$ cat src/rtl/cl_pkg.sv
// Shared opcode constants and sequencer state encodings for the bit-serial
// arbitrated logic engine.
package cl_pkg;

   localparam logic [1:0] OP_AND = 2'b00;
   localparam logic [1:0] OP_OR  = 2'b01;
   localparam logic [1:0] OP_XOR = 2'b10;
   localparam logic [1:0] OP_NOT = 2'b11;

   typedef enum logic [1:0] {
      IDLE = 2'b00,
      RUN  = 2'b01,
      DONE = 2'b10
   } state_t;

endpackage

$ cat src/rtl/cl.sv
// 1-bit logic unit: applies the selected opcode to a single bit pair.
module cl
   import cl_pkg::*;
(
   output logic       out,
   input  logic       a,
   input  logic       b,
   input  logic [1:0] s
);

   always_comb begin
      out = 1'b0;
      case (s)
         OP_AND:  out = a & b;
         OP_OR:   out = a | b;
         OP_XOR:  out = a ^ b;
         default: out = ~a;
      endcase
   end

endmodule

$ cat src/rtl/cl_arb_seq.sv
// Two-requester round-robin arbiter feeding a bit-serial logic engine that
// processes one operand bit per cycle through a single shared 1-bit unit.
//
// state | meaning
// IDLE  | waiting for a request; grants combinationally and captures operands
// RUN   | one result bit per cycle, cnt = 0 .. W-1
// DONE  | one-cycle completion strobe to the owner, then back to IDLE
module cl_arb_seq
   import cl_pkg::*;
#(
   parameter int W = 8
) (
   input  logic         clk,
   input  logic         reset_n,
   input  logic         req0,
   input  logic         req1,
   input  logic [1:0]   op0,
   input  logic [1:0]   op1,
   input  logic [W-1:0] a0,
   input  logic [W-1:0] b0,
   input  logic [W-1:0] a1,
   input  logic [W-1:0] b1,
   output logic         gnt0,
   output logic         gnt1,
   output logic         busy,
   output logic         done0,
   output logic         done1,
   output logic [W-1:0] result,
   output logic         owner
);

   localparam int CW = (W > 1) ? $clog2(W) : 1;

   state_t          state_q, state_d;
   logic [1:0]      op_q;
   logic [W-1:0]    a_q, b_q, result_q;
   logic [CW-1:0]   cnt_q;
   logic            owner_q;
   logic            rr_q;      // requester favoured on a tie
   logic            grant;
   logic            sel;
   logic            bit_out;

   always_comb begin
      state_d = state_q;
      grant   = 1'b0;
      sel     = 1'b0;
      case (state_q)
         IDLE: begin
            if (req0 || req1) begin
               grant   = 1'b1;
               sel     = (req0 && req1) ? rr_q : req1;
               state_d = RUN;
            end
         end
         RUN: begin
            if (cnt_q == CW'(W - 1)) state_d = DONE;
         end
         DONE:    state_d = IDLE;
         default: state_d = IDLE;
      endcase
   end

   always_ff @(posedge clk) begin
      if (!reset_n) begin
         state_q  <= IDLE;
         op_q     <= OP_AND;
         a_q      <= '0;
         b_q      <= '0;
         result_q <= '0;
         cnt_q    <= '0;
         owner_q  <= 1'b0;
         rr_q     <= 1'b0;
      end else begin
         state_q <= state_d;
         if (grant) begin
            op_q    <= sel ? op1 : op0;
            a_q     <= sel ? a1 : a0;
            b_q     <= sel ? b1 : b0;
            cnt_q   <= '0;
            owner_q <= sel;
            rr_q    <= ~sel;
         end
         if (state_q == RUN) begin
            result_q[cnt_q] <= bit_out;
            cnt_q           <= cnt_q + CW'(1);
         end
      end
   end

   cl u_cl (
      .out (bit_out),
      .a   (a_q[cnt_q]),
      .b   (b_q[cnt_q]),
      .s   (op_q)
   );

   assign gnt0   = grant & ~sel & reset_n;
   assign gnt1   = grant &  sel & reset_n;
   assign busy   = (state_q != IDLE);
   assign done0  = (state_q == DONE) & ~owner_q & reset_n;
   assign done1  = (state_q == DONE) &  owner_q & reset_n;
   assign result = result_q;
   assign owner  = owner_q;

endmodule
$ cat config.mk
export PLATFORM = sky130hd
export DESIGN_NAME = cl_arb_seq
export DESIGN_NICKNAME = d
export VERILOG_FILES = /design/src/rtl/cl_pkg.sv /design/src/rtl/cl.sv /design/src/rtl/cl_arb_seq.sv
export SDC_FILE = /design/constraint.sdc
export NUM_CORES = 1
export LEC_CHECK = 0
export ABC_AREA = 1
export CAP_MARGIN = 20
export CORE_UTILIZATION = 65
export CTS_BUF_LIST = sky130_fd_sc_hd__clkbuf_4
export DETAILED_ROUTE_END_ITERATION = 8
export DONT_BUFFER_PORTS = 1
export GPL_TIMING_DRIVEN = 0
export PLACE_DENSITY = 0.81
export RECOVER_POWER = 25
export SLEW_MARGIN = 20
export SYNTH_ARGS = -nofsm -noshare
export SYNTH_HDL_FRONTEND = slang
export SYNTH_SLANG_ARGS = --single-unit
$ cat constraint.sdc
create_clock -name clk -period 2.5 [get_ports clk]
set_input_delay 0.5 -clock clk [delete_from_list [all_inputs] [get_ports clk]]
set_output_delay 0.5 -clock clk [all_outputs]
set_load 0.02 [all_outputs]
---- After elaboration in Yosys (flattened, before gate mapping) ----
Cells that the tools add are included.
word-level totals
  flip-flop bits (word level) ............. 33
  input bits .............................. 40
  logic and storage cells ................. 61
cells by class
  add/subtract/negate cells ............... 1
  $lt $le $gt $ge ......................... 2
  eq/ne operators ......................... 7
  muxes and demuxes ....................... 21
  bitwise gates (word level) .............. 14
  reduce and logical (&&, ||, !) cells .... 8
operator list
  cell                                                               number
  2-to-1 mux 8 bit                                                   2
  AND 1 bit                                                          9
  bitwise mux 8 bit                                                  1
  2-to-1 mux 1 bit                                                   8
  binary-select mux 1 bit (select 3 bit)                             2
  2-to-1 mux 2 bit                                                   3
  2-to-1 mux 3 bit                                                   2
  equality test 2 x 1 -> 1 bit, second input constant                2
  equality test 2 bit, second input constant                         2
  zero test 2 bit                                                    2
  < comparator 3 x 4 -> 1 bit, second input constant                 1
  inequality test 2 bit, second input constant                       2
  one-hot mux 2 bit (2 select lines)                                 1
  nonzero test 2 bit                                                 2
  adder 3 x 1 -> 3 bit, second input constant                        1
  demux 1 bit (select 3 bit)                                         1
  equality test 3 bit, second input constant                         1
  greater-or-equal comparator 3 x 1 -> 1 bit, second input constant  1
  NOT 1 bit                                                          3
  one-hot mux 1 bit (3 select lines)                                 1
  logical AND 1 bit                                                  2
  AND reduction 2 bit                                                1
  logical OR 1 bit                                                   1
  OR 1 bit                                                           1
  XOR 1 bit                                                          1

---- Logic depth before layout (Yosys ltp) ----
Gate-level depths: netlist (run 1).
  depth in word-level cells ............... 7
  depth in mapped cells ................... 15

---- Modules after synthesis ----
Synthesis (run 1) repeated with hierarchy kept, for this count alone.
unflattened totals
  cell total of the unflattened synthesis .. 261
  area total of the unflattened synthesis .. 1918.1 µm²
modules (own cells, without submodules)
  module      times used  cells each  area an instance (µm²)  seq. area each (µm²)
  cl_arb_seq  1           246         1841.8                  660.6
  cl          1           15          76.3                    0.0

---- Least setup slack after synthesis (run 1) ----
Ideal clock, no wire load.
  path type ............................... input to output
  from .................................... in reset_n
  to ...................................... out done0
  arrival time ............................ 1.458 ns
  data required time ...................... 2.000 ns
  path slack .............................. 0.542 ns
  cell stages on the path ................. 4
  cells stage by stage .................... buf_4 inv_1 buf_2 nor3_1
on the way
  cells in the longest elaborated chain, start to end .. 1
ends and longest elaborated chain
  what                RTL line           RTL
  start: declaration  cl_arb_seq.sv:14   input logic reset_n,
  AND 1 bit           cl_arb_seq.sv:101  assign done0 = (state_q == DONE) & ~owner_q & reset_n;
  end: declaration    cl_arb_seq.sv:26   output logic done0,
No other way between the ends.

---- Worst setup path in the final report (run 1) ----
  from .................................... reg state_q[1]
  to ...................................... out gnt0
on the way
  cells in the longest elaborated chain, start to end .. 5
  elaborated cells on any way between the ends .. 6
ends and longest elaborated chain
  what                       RTL line          RTL
  start: declaration         cl_arb_seq.sv:34  state_t state_q, state_d;
  start signal: assignment   cl_arb_seq.sv:75  state_q <= state_d;
  zero test 2 bit *          cl_arb_seq.sv:48  case (state_q)
  2-to-1 mux 1 bit           cl_arb_seq.sv:48
  NOT 1 bit                  cl_arb_seq.sv:98  assign gnt0 = grant & ~sel & reset_n;
  AND 1 bit * (2 in series)  cl_arb_seq.sv:98
  end: declaration           cl_arb_seq.sv:23  output logic gnt0,
Every way passes the cells marked *; elsewhere a longest branch is shown, timed or not.

==> summary.md, run 1 <==
| Metric | Value |
|---|---|
| Status | `completed` |
| First-pass GRT wire length | `roughly 5600 um` |
| Syn Nets | `between 200 and 300` |
| Clock edge transition at the registers on the reported setup and hold paths | `100 ps` |
| Kind of critical path | `reg -> out` |
| Critical path launch point type | `register` |
| DR vias/cell | `roughly 5.1` |
| Layout area overhead | `4.52%` |
| Largest incremental delay on the critical path | `350 ps` |
| Post-route cell area | `1970 um^2` |
| Final Power | `between 1 and 1.5 mW` |
| HPWL after detailed placement | `2470 um` |
| Min Clock Period, post-route | `~2200 ps` |
| Setup Buffers After CTS | `0` |
| Starting Density | `between 60% and 70%` |
| Via count | `between 1000 and 1500` |
| Crit path arrival time | `around 1700 ps` |
| Leak | `about 0.96 nW` |
| CTS tree | `yes` |
| Final core utilization | `around 71%` |
| Routed WL | `3260 um` |
| CTS max path bufs | `2` |
| Synth area leaders | `dfxtp_1, nand2_1, nand3_2` |
| Share of cells above drive strength 1 | `between 20% and 30%` |
| DRC | `0` |
| Die Area | `between 3000 and 4000 um^2` |
| Clock sink count | `33` |
| Actual slew at the worst max-slew pin | `approximately 610 ps` |
| Peak fanout along the critical path | `10` |
| Fin nets | `303` |
| Post-synth EDFFs | `0` |
| Final slew viol count | `0` |
| Synthesis Warnings | `0` |
| Fraction of registers with async set/reset | `0%` |
| Worst endpoint required time | `about 2000 ps` |
| Setup TNS | `0 ps` |
| Total CTS buffers | `5` |
| Vias in the first global route | `1349` |
| Fmax | `452 MHz` |
| CTS Root Cell | `clkbuf_4` |
| Placed insts | `around 280` |
| Most frequent cell after synthesis | `nand2_1` |
| Layout Skew | `8.70 ps` |
| Period utilization | `between 80% and 90%` |
| Die width | `55.8 um` |
| Die Ht | `55.8 um` |
| Port Buffer Count | `0` |
| Synth area leader | `dfxtp_1` |
| Global Route Usage Sum | `a little under a quarter` |
| Most frequent cells after synthesis | `nand2_1, dfxtp_1, nor2_1, inv_1, nand3_1` |
| Total of max-cap violations | `0` |
| Remaining global-route overflow | `0` |
| Initial antenna violation count | `0` |
| Post-Place Cell Area | `~1900 um^2` |
| Clk_lat worst skew | `340 ps` |
| Post-synth top area share | `a little over a third` |
| CP max stage cell | `dfxtp_1` |
| Site Rows | `19` |
| Yosys reg bits | `33` |
| Hold Vio Cnt, Final | `0` |
| Post-Syn Area per Cell | `around 7.5 um^2` |
| Synth unique cells | `31` |
| Post-Synthesis Cell Area | `around 1900 um^2` |
| Iteration-0 DRC Markers | `29` |
| Ant diodes | `0` |
| Setup-failing EPs final | `0` |
| # fillers | `between 200 and 250` |
| Post-Synthesis Cells | `between 200 and 300` |
| Prevailing post-synth register cell | `dfxtp_1` |
| CP Capture Type | `primary output` |
| Final non-filler cell total | `approximately 290` |
| Pwr Density | `between 600 and 700 nW/um^2` |
| Largest net degree at the start of global routing | `11` |
| WL/cell | `11.2 um` |
| RSZ-0062 raised after global routing | `false` |
| Post-route ant nets | `0` |
| Clock H-tree levels | `2` |
| Sequential fraction of the synthesis area | `around a third` |
| Core area | `between 2000 and 3000 um^2` |
| Pre-Repair DR Iteration Count | `4` |
| GP Congestion | `between 0.7 and 0.8` |
| Max-slew headroom | `58.9%` |
| Crit-path cells | `nor2_1 -> o21ai_4 -> clkinvlp_2 -> nand3_4 -> inv_6 -> buf_12` |
| Worst Hold Class | `in -> reg` |
| Worst vdd ir | `around 0.48 mV` |
| IO Count | `54` |
==> power breakdown <==
group          total (mW)  switching, mW  internal, mW
registers           0.614         0.0353         0.578
clock network       0.313          0.169         0.144
logic               0.293          0.187         0.106
total                1.22          0.391         0.829
==> cells in the final DEF, fill, tap and decap left out, drive strengths merged <==
cell	n
nand3	26
o31ai	1
a21oi	1
buf	5
o21ai	9
nand2	90
inv	28
clkinvlp	1
o211ai	6
nor3	2
clkinv	8
dfxtp	33
o22ai	3
o21a	2
ha	4
clkbuf	9
nor2	32
==> routing by layer <==
metal  vias to the layer above  track usage [%]  routed length, um
met1                       641             25.9               1450
met3                         4             7.91                170
li1                        798                -                  -
met5                         -                0                  0
met2                        40             39.8               1590
met4                         0             10.1                 41
==> critical path, delay by kind of cell (launching register included) <==
kind / cells / cell delay [ps]
AOI/OAI and AO/OA: 1 / 130
buffers and inverters: 3 / 450
DFF: 1 / 350
and+or+nand+nor: 2 / 440
==> final timing paths <==
| kind | startpoint | to | slack (ps) | cells past startpoint |
|---|---|---|---|---|
| setup / recovery | state_q[1] | gnt0 | 290 | 6 |
| hold / removal | a0[7] | a_q[7] | 260 | 2 |
| setup reg to reg | cnt_q[1] | result[1] | 380 | 11 |
| hold reg to reg | b_q[6] | b_q[6] | 480 | 2 |
==> sequential cells by signal, indices dropped and copies added (netlist names) <==
register	count
owner	1
cnt_q	3
a_q	8
state_q	2
result	8
rr_q	1
b_q	8
op_q	2
==> per-stage QoR <==
stage               setup WS [ps]  hold WS [ps]
floorplan                     542           442
global placement              232           455
detailed placement            234           456
CTS                           203           236
global route                  136           233
finish                        289           258
==> final cells by class <==
class	count	area, um^2	share of cell area (%)
flip-flops and latches	33	661	33.6
inverters	37	155	7.88
multi-input cells	176	992	50.4
well taps	31	38.8	1.97
plain buffers	6	61.3	3.12
clock buffers	8	60.1	3.05
==> what timing repair did <==
action	CTS	global route
hold endpoints to repair	0	0
endpoints found under the setup margin	0	2
gates resized for setup	0	1
hold buffers	0	0
==> kinds of logic after synthesis <==
logic type | share of synthesized area [%]
AOI/OAI and AO/OA | 7.84
DFF | 35.1
adders and majority gates | 2.66
and+or+nand+nor | 42.8
buffers and inverters | 11.6
No activity file was read; power rests on OpenSTA's default activity.
==> inputs of run 2 (changes only) <==
==> constraint.sdc (replaced) <==
create_clock -name clk -period 2.5 [get_ports clk]
set_input_delay 0.5 -clock clk [delete_from_list [all_inputs] [get_ports clk]]
set_output_delay 0.5 -clock clk [all_outputs]
set_load 0.005 [all_outputs]
==> run 2 against run 1 <==
Net effect: die area unchanged; clock-buffer cell count did not move; sequential power shrank 1%; critical path type unchanged; clock skew hardly changed; non-clock buffer count stayed put; largest cell class unchanged; largest power group unchanged.
==> summary.md, run 2 (synthesized netlist as in run 1, its figures left out) <==
| Metric | Value |
|---|---|
| First-pass GRT wire length | `5580 um (unchanged)` |
| Ant diodes | `0 (unchanged)` |
| Commonest non-fill, non-tap cell in the layout | `nand2_1` |
| Die Ht | `55.8 um (unchanged)` |
| Fin nets | `303 (unchanged)` |
| Post-route cell area | `1960 um^2 (-0.19%)` |
| Clock H-tree levels | `2 (unchanged)` |
| Pwr Density | `614 nW/um^2 (-0.92%)` |
| Vias in the first global route | `1349 (unchanged)` |
| Met2 WL | `1590 um (+0.25%)` |
| Max-slew headroom | `68.7% (+9.8 points)` |
| Post-Place Cell Area | `1920 um^2 (unchanged)` |
| Clock power share | `25.9% (+0.2 points)` |
| Final slew viol count | `0 (unchanged)` |
| Top sig layer | `met4` |
| Global Route Usage Sum | `23.1% (unchanged)` |
| Layout Skew | `8.70 ps (-0.00286 ps)` |
| Kind of critical path | `reg -> out` |
| RSZ-0062 raised after global routing | `false` |
| Routed length on met3 | `170 um (unchanged)` |
| Period utilization | `88.3% (-0.095 points)` |
| DR vias/cell | `5.10 (+0.13%)` |
| Fmax | `453 MHz (+0.11%)` |
| M1 WL | `1450 um (about the same)` |
| FF-to-FF setup slack | `380 ps (about the same)` |
| CP Capture Type | `primary output` |
| DRC | `0 (unchanged)` |
| HP Start | `a0[7]` |
| Remaining global-route overflow | `0 (unchanged)` |
| Total CTS buffers | `5 (unchanged)` |
| Seq. cell area | `661 um^2 (unchanged)` |
| CTS tree | `yes` |
| Leak | `0.961 nW (-0.38%)` |
| Die width | `55.8 um (unchanged)` |
| Clock sink count | `33 (unchanged)` |
| Layout area overhead | `4.32%` |
| Reg2reg start | `cnt_q[1]` |
| Crit path from | `state_q[1]` |
| Pre-Repair DR Iteration Count | `4 (unchanged)` |
| Iteration-0 DRC Markers | `33 (+14%)` |
| Actual slew at the worst max-slew pin | `469 ps (-143 ps)` |
| WL/cell | `11.2 um (+0.15%)` |
| Switching Share | `31.3% (-0.70 points)` |
| Comb pwr share | `23.8% (-0.2 points)` |
| Area of the multi-input gates | `992 um^2 (unchanged)` |
| Core area | `2760 um^2 (unchanged)` |
| CTS Root Cell | `clkbuf_4` |
| Starting Density | `68.3% (unchanged)` |
| P_sw | `378 uW (-3.3%)` |
| Worst Hold Class | `in -> reg` |
| IO Count | `54 (unchanged)` |
| Hold Vio Cnt, Final | `0 (unchanged)` |
| Clk_lat worst skew | `340 ps (about the same)` |
| Crit path arrival time | `1710 ps (about the same)` |
| Total of max-cap violations | `0 (unchanged)` |
| Peak fanout along the critical path | `10 (unchanged)` |
| Clock edge transition at the registers on the reported setup and hold paths | `100 ps (about the same)` |
| Seq pwr share | `50.3% (about the same)` |
| Routed WL | `3260 um (+0.15%)` |
| Final Power | `1.21 mW (-1.1%)` |
| Setup-failing EPs final | `0 (unchanged)` |
| Initial antenna violation count | `0 (unchanged)` |
| Port Buffer Count | `0 (unchanged)` |
| Post-route ant nets | `0 (unchanged)` |
| Worst vdd ir | `0.472 mV (-0.89%)` |
| Setup TNS | `0 ps (unchanged)` |
| Via count | `1485 (+0.13%)` |
| Die Area | `3120 um^2 (unchanged)` |
| Min Clock Period, post-route | `2210 ps (-2.38 ps)` |
| Final core utilization | `71.2% (-0.14 points)` |
| P_int | `829 uW (about the same)` |
| Most frequent cells in the layout | `nand2_1, dfxtp_1, nor2_1` |
| Worst endpoint required time | `2000 ps (about the same)` |
| CTS max path bufs | `2 (unchanged)` |
| # fillers | `240 (unchanged)` |
| Critical path launch point type | `register` |
| Share of cells above drive strength 1 | `20.8% (-0.38 points)` |
| HPWL after detailed placement | `2470 um (unchanged)` |
| Setup Buffers After CTS | `0 (unchanged)` |
| Site Rows | `19 (unchanged)` |
| Status | `completed` |
| GP Congestion | `0.761 (unchanged)` |
| Largest net degree at the start of global routing | `11 (unchanged)` |
-- run 2: per-layer routing --
layer / vias to the layer above / track usage [%]
met5: - / 0
met4: 0 / 10.1
met3: 4 / 7.91
met2: 40 / 39.8
met1: 643 / 25.9
li1: 798 / -
-- run 2: final cells by class --
class / instances / share of cell area, %
multi-input combinational: 176 / 50.5
sequential: 33 / 33.6
tap: 31 / 1.97
clock buffer: 8 / 3.06
buffer: 6 / 2.93
inverter: 37 / 7.90
-- run 2: repair_timing --
item                       in CTS  in global routing
resized for setup               0                  1
hold buffers                    0                  0
setup endpoints to repair       0                  2
-- run 2: power by group through the flow --
stage | registers (mW) | clock network [mW] | logic [mW]
after floorplan | 0.614 | 0 | 0.250
after global placement | 0.619 | 0 | 0.289
after detailed placement | 0.620 | 0 | 0.293
after CTS | 0.608 | 0.329 | 0.294
after global routing | 0.613 | 0.353 | 0.321
final | 0.607 | 0.313 | 0.287
-- run 2: worst paths after layout --
| check | to | depth (start not counted) |
|---|---|---|
| max reg2reg | result[1] | 11 |
| min reg2reg | b_q[6] | 2 |
| max | gnt0 | 6 |
| min | a_q[7] | 2 |
-- run 2: worst max-delay path: stages, from the launching register on --
cell and delay [ps]:
dfxtp_1 350, nor2_1 340, o21ai_4 130, clkinvlp_2 170, nand3_4 100, inv_6 120, buf_12 160
-- run 2: metrics by stage --
step	instances	hold slack [ps]	worst slack, ps
final	291	258	291
after global routing	291	233	137
after CTS	291	236	203
after detailed placement	283	456	234
after global placement	283	455	232
after floorplan	252	442	561
==> inputs of run 3 (changes only) <==
==> constraint.sdc (replaced) <==
create_clock -name clk -period 2.5 [get_ports clk]
set_input_delay 0.5 -clock clk [delete_from_list [all_inputs] [get_ports clk]]
set_output_delay 0.5 -clock clk [all_outputs]
set_load 0.01 [all_outputs]
==> results of run 3 <==
Same layout as run 1 (identical final DEF). Status: completed.
Main changes from that run: setup slack after layout 289 ps -> 297 ps; total power 1.22 mW -> 1.21 mW; worst IR drop on VDD 0.476 mV -> 0.474 mV
